==> src/rtl/piano_pkg.sv <==
// Shared mini-piano definitions: key count, note codes and the key-to-note encoder.
package piano_pkg;

  localparam int NUM_KEYS = 7;

  typedef logic [3:0]          note_t;
  typedef logic [NUM_KEYS-1:0] keys_t;

  localparam note_t NOTE_REST = 4'd0;
  localparam note_t NOTE_DO   = 4'd1;
  localparam note_t NOTE_RE   = 4'd2;
  localparam note_t NOTE_MI   = 4'd3;
  localparam note_t NOTE_FA   = 4'd4;
  localparam note_t NOTE_SOL  = 4'd5;
  localparam note_t NOTE_LA   = 4'd6;
  localparam note_t NOTE_TI   = 4'd7;

  // Lowest-index held key wins; scanning downward leaves the lowest set bit last.
  function automatic note_t encode_note(keys_t k);
    note_t n;
    n = NOTE_REST;
    for (int i = NUM_KEYS - 1; i >= 0; i--) begin
      if (k[i]) n = note_t'(i + 1);
    end
    return n;
  endfunction

endpackage

==> src/rtl/key_conditioner_if.sv <==
// Key bus between the raw switch side and the conditioned-key consumers.
interface key_conditioner_if;
  import piano_pkg::*;

  keys_t keys_raw;
  keys_t keys_stable;
  keys_t key_press;
  keys_t key_release;
  note_t note;
  logic  any_key;

  modport master (
    output keys_raw,
    input  keys_stable, key_press, key_release, note, any_key
  );

  modport slave (
    input  keys_raw,
    output keys_stable, key_press, key_release, note, any_key
  );

endinterface

==> src/rtl/key_debounce_cell.sv <==
// One key: 2-flop synchronizer, saturating-threshold debounce counter and stable bit.
module key_debounce_cell #(
  parameter int DEBOUNCE_CYCLES = 2_000_000
) (
  input  logic clk,
  input  logic reset,
  input  logic key_raw,
  output logic st,
  output logic st_next,
  output logic rise,
  output logic fall
);

  localparam int             CW      = $clog2(DEBOUNCE_CYCLES);
  localparam logic [CW-1:0]  CNT_MAX = CW'(DEBOUNCE_CYCLES - 1);

  logic          sync1_q, sync1_d;
  logic          sync2_q, sync2_d;
  logic          st_q, st_d;
  logic [CW-1:0] cnt_q, cnt_d;

  // Any agreement with the stable level clears the count, so glitches never accumulate.
  always_comb begin
    sync1_d = key_raw;
    sync2_d = sync1_q;
    st_d    = st_q;
    cnt_d   = '0;
    if (sync2_q != st_q) begin
      if (cnt_q == CNT_MAX) st_d  = sync2_q;
      else                  cnt_d = cnt_q + 1'b1;
    end
  end

  always_ff @(posedge clk or posedge reset) begin
    if (reset) begin
      sync1_q <= 1'b0;
      sync2_q <= 1'b0;
      st_q    <= 1'b0;
      cnt_q   <= '0;
    end else begin
      sync1_q <= sync1_d;
      sync2_q <= sync2_d;
      st_q    <= st_d;
      cnt_q   <= cnt_d;
    end
  end

  assign st      = st_q;
  assign st_next = st_d;
  assign rise    = st_d & ~st_q;
  assign fall    = ~st_d & st_q;

endmodule

==> src/rtl/key_conditioner.sv <==
// Per-key debounce array plus registered press/release events, note encoder and any_key.
module key_conditioner #(
  parameter int DEBOUNCE_CYCLES = 2_000_000,
  parameter int NUM_KEYS        = 7
) (
  input  logic             clk,
  input  logic             reset,
  key_conditioner_if.slave kif
);
  import piano_pkg::*;

  logic [NUM_KEYS-1:0] st, st_next, rise, fall;
  logic [NUM_KEYS-1:0] press_q, press_d;
  logic [NUM_KEYS-1:0] release_q, release_d;
  note_t               note_q, note_d;
  logic                any_q, any_d;

  for (genvar i = 0; i < NUM_KEYS; i++) begin : g_key
    key_debounce_cell #(
      .DEBOUNCE_CYCLES(DEBOUNCE_CYCLES)
    ) u_cell (
      .clk     (clk),
      .reset   (reset),
      .key_raw (kif.keys_raw[i]),
      .st      (st[i]),
      .st_next (st_next[i]),
      .rise    (rise[i]),
      .fall    (fall[i])
    );
  end

  // Everything keys off the next-state vector so it lands on the same edge as keys_stable.
  always_comb begin
    press_d   = rise;
    release_d = fall;
    note_d    = encode_note(st_next);
    any_d     = |st_next;
  end

  always_ff @(posedge clk or posedge reset) begin
    if (reset) begin
      press_q   <= '0;
      release_q <= '0;
      note_q    <= NOTE_REST;
      any_q     <= 1'b0;
    end else begin
      press_q   <= press_d;
      release_q <= release_d;
      note_q    <= note_d;
      any_q     <= any_d;
    end
  end

  assign kif.keys_stable = st;
  assign kif.key_press   = press_q;
  assign kif.key_release = release_q;
  assign kif.note        = note_q;
  assign kif.any_key     = any_q;

endmodule
==> src/flat_wrapper.sv <==
// flat-port wrapper written by rule: the top's interface ports become plain ports
module key_conditioner_flat import piano_pkg::*;
#(
  parameter int DEBOUNCE_CYCLES = 2_000_000,
  parameter int NUM_KEYS        = 7
)
  (clk, reset, kif_keys_raw, kif_keys_stable, kif_key_press, kif_key_release, kif_note, kif_any_key);
  key_conditioner_if kif_i ();
  input  logic clk;
  input  logic reset;
  input wire logic [$bits(kif_i.keys_raw)-1:0] kif_keys_raw;
  output wire logic [$bits(kif_i.keys_stable)-1:0] kif_keys_stable;
  output wire logic [$bits(kif_i.key_press)-1:0] kif_key_press;
  output wire logic [$bits(kif_i.key_release)-1:0] kif_key_release;
  output wire logic [$bits(kif_i.note)-1:0] kif_note;
  output wire logic [$bits(kif_i.any_key)-1:0] kif_any_key;
  assign kif_i.keys_raw = kif_keys_raw;
  assign kif_keys_stable = kif_i.keys_stable;
  assign kif_key_press = kif_i.key_press;
  assign kif_key_release = kif_i.key_release;
  assign kif_note = kif_i.note;
  assign kif_any_key = kif_i.any_key;
  key_conditioner #(.DEBOUNCE_CYCLES(DEBOUNCE_CYCLES), .NUM_KEYS(NUM_KEYS)) u_core (.clk(clk), .reset(reset), .kif(kif_i));
endmodule
==> config.mk <==
export PLATFORM = sky130hd
export DESIGN_NAME = key_conditioner_flat
export DESIGN_NICKNAME = d
export VERILOG_FILES = /design/src/rtl/piano_pkg.sv /design/src/rtl/key_conditioner_if.sv /design/src/rtl/key_debounce_cell.sv /design/src/rtl/key_conditioner.sv /design/src/flat_wrapper.sv
export SDC_FILE = /design/constraint.sdc
export NUM_CORES = 1
export LEC_CHECK = 0
export CAP_MARGIN = 20
export CORE_UTILIZATION = 40
export CTS_CLUSTER_DIAMETER = 120
export DETAILED_ROUTE_END_ITERATION = 12
export GPL_TIMING_DRIVEN = 0
export PLACE_DENSITY_LB_ADDON = 0.12
export SETUP_SLACK_MARGIN = 0.15
export SLEW_MARGIN = 20
export SYNTH_ARGS = -nofsm -noshare
export SYNTH_HDL_FRONTEND = slang
export SYNTH_SLANG_ARGS = --single-unit
==> constraint.sdc <==
create_clock -name clk -period 11.1 [get_ports clk]
set_clock_uncertainty 0.15 [all_clocks]
set_input_delay 1.11 -clock clk [delete_from_list [all_inputs] [get_ports clk]]
set_output_delay 1.11 -clock clk [all_outputs]
set_load 0.01 [all_outputs]
==> reports/qor.yml <==
grt.total_usage_pct: 15.7
cts_post_setup_buffers_inserted: 0
synth.yosys.warnings: 0
layout.cells.non_filler: 1136
timing.setup.critical_path_class: "flip-flop to output port"
most_common_library_cell_in_the_layout_ignoring_fill_and_taps: "dfrtp_1"
power.clock.fraction_pct: 45.4
number_of_iterations_in_the_first_detailed_routing_pass: 4
fp.coreArea_um2: 20400
layout.core_utilization_pct: 47.5
place_inst: 1106
power.sequential.fraction_pct: 51.7
grt.met2_usage_pct: 24.9
area.growth.synth_to_final_pct: 15.5
ir_worst_vdd_mv: 0.105
worst_hold_slack_ns: 0.197
cp_slowest_cell: "clkdlybuf4s50_1"
unrepaired_setup_endpoints_after_global_routing: "false"
placement.cell_area_um2: 9080
tritoncts.num_buffers: 17
clkLatencyLatePin_ns: 0.42
die_width_um: 147
design_area_final_um2: 9680
clkTransAtPathRegs_ns: 0.06
number_of_global_route_vias_before_repair: 5854
design.portCount: 35
crit_fanout: 5
ys_ff_latch: 186
max_freq_mhz: 360
routability_congestion: 0.769
gr-total-overflow: 0
start_util_pct: 41.2
port_buffers: 33
p_switching_mw: 0.278
p_int_mw: 1.07
drc: 0
top_library_cells_by_usage_in_the_layout_fill_and_taps_aside: "dfrtp_1, nor2_1, xor2_1"
final.period_utilization_pct: 25.0
cts_htree_levels: 4
clk_path_buf_depth: 2
cpPeakStageDelay_ns: 0.53
floorplan.die.height_um: 147
combinationalPowerShare_pct: 2.9
postSynthCellCount: 802
leakage_component_of_the_power_nw: 4.24
timing.critical_path.to_type: "output port"
ctsResizeCount: 0
grt_util_met3_pct: 3.35
drive_above_1_share_pct: 5.66
syn-cell-area_um2: 8380
diodes: 0
route.detailed.vias_per_inst: 5.00
fp.dieArea_um2: 21500
critical_path_arrival_ns: 1.52
via_count: 5681
setup-tns-final_ns: 0
fp-row-count: 52
grt_start_max_net_pins: 113
cts_tree: "yes"
top_usage_layer: "met2"
synth.lib_cells_used.distinct: 38
hold_violations: 0
min_period_ns: 2.78
finalMaxSlewViolations: 0
worst_slew_pin_slew_ns: 0.761
setup_viol: 0
drv.max_cap_violation_count: 0
crit_path_start_kind: "flip-flop"
syn_avg_cell_area_um2: 10.4
clockRootBuffer: "clkbuf_16"
cts_hold_buffers: 0
power.density_nw_per_um2: 139
finish.net_count: 871
cts.sink_count: 186
wl_um: 15400
gr-usage-met1_pct: 21.3
antenna_left: 0
p_sw_share_pct: 20.6
timing.hold.worst.class: "flip-flop to flip-flop"
status: "finished, final reports clean"
routedWlPerCell_um: 13.6
critical_path.cell_chain: "buf_4 > clkdlybuf4s50_1"
post-dp-hpwl_um: 10500
critical_path_required_ns: 9.84
final.fill_count: 1854
synth.net_count: 818
relSlewSlack_pct: 48.8
wire_length_of_the_first_global_routing_pass_um: 27600
antenna_found_initial: 0
seq_area_frac_synth_pct: 55.5
drt_iter0_drc: 224
critical path, delay by kind of cell (launching register included):
family / cells / cell delay [ns]
flops: 1 / 0.43
buf+inv: 2 / 0.67
sequential cells by signal, indices dropped and copies added, names as in the netlist:
register / flops
u_core.g_key.u_cell.cnt_q: 147
u_core.g_key.u_cell.st: 7
u_core.g_key.u_cell.sync1_q: 7
u_core.g_key.u_cell.sync2_q: 7
u_core.kif.key_press: 7
u_core.kif.key_release: 7
u_core.kif.note: 3
u_core.kif.any_key: 1
logic make-up after synthesis:
group | share of synthesized area (%)
other | 0.0447
buffers and inverters | 1.97
adders and majority gates | 1.05
DFF | 55.5
AOI/OAI and AO/OA | 0.866
xor gates and xnor gates | 14.2
and+or+nand+nor | 25.4
muxes | 0.926
worst paths after layout:
| check | start | end | slack [ns] | cells after the start |
|---|---|---|---|---|
| min reg2reg | u_core.g_key[0].u_cell.sync1_q | u_core.g_key[0].u_cell.sync2_q | 0.20 | 0 |
| min in group asynchronous | reset | u_core.kif.key_press[6] | 1.02 | 2 |
| max in group asynchronous | reset | u_core.g_key[1].u_cell.cnt_q[17] | 8.83 | 3 |
| max reg2reg | u_core.g_key[1].u_cell.cnt_q[0] | u_core.kif.note[0] | 8.47 | 8 |
| min | u_core.g_key[0].u_cell.sync1_q | u_core.g_key[0].u_cell.sync2_q | 0.20 | 0 |
| max | u_core.g_key[1].u_cell.st | kif_keys_stable[1] | 8.32 | 2 |
per-stage QoR:
stage	setup WS, ns	power, mW
2_1_floorplan	4.78	0.733
3_3_place_gp	2.49	0.746
3_5_place_dp	8.35	0.749
4_1_cts	8.28	1.37
5_1_grt	8.20	1.40
6_report	8.32	1.34
Yosys cell counts (all sizes together):
master,count,area share [%]
a31oi,1,0.075
xor2,79,8.3
a21oi,6,0.36
nor4bb,3,0.36
or4,2,0.18
a211o,1,0.10
nand4b,4,0.42
mux2,3,0.45
inv,12,0.54
nand3,54,3.2
o31ai,1,0.090
nor4b,13,1.4
and2,10,0.75
nand4,27,2.0
clkbuf,12,0.54
and4,16,1.7
ha,7,1.0
or3,6,0.45
and3b,3,0.31
nor2b,2,0.15
nor4,6,0.70
nand2,52,2.3
nor3b,13,1.2
or2,2,0.15
and3,27,2.0
buf,11,0.90
nor3,10,0.60
dfrtp,186,56
o21ai,4,0.24
mux2i,4,0.48
conb,1,0.045
nor2,167,7.5
xnor2,57,6.0
final cells by class:
class                   count  area (um^2)  area share (%)
clock buffers              22          474            4.90
multi-input cells         581         3560            36.8
well taps                 270          338            3.49
repair buffers             34          358            3.70
inverters                  12         52.6           0.543
clock inverters             8          119            1.23
flip-flops and latches    186         4650            48.1
plain buffers              23          120            1.24
routing by layer:
| metal | share of wire (%) | up-vias | routed length, um |
|---|---|---|---|
| met2 | 46 | 55 | 7100 |
| met1 | 50 | 2814 | 7770 |
| met5 | 0 | - | 0 |
| met3 | 2.7 | 12 | 419 |
| li1 | - | 2800 | - |
| met4 | 0.93 | 0 | 144 |
power by group through the flow:
stage / Sequential (mW) / Combinational [mW] / Clock, mW
6_report: 0.695 / 0.0393 / 0.610
5_1_grt: 0.696 / 0.0467 / 0.657
4_1_cts: 0.695 / 0.0414 / 0.631
3_5_place_dp: 0.708 / 0.0413 / 0
3_3_place_gp: 0.708 / 0.0384 / 0
2_1_floorplan: 0.706 / 0.0275 / 0
Power figures use the tool's default switching activity.
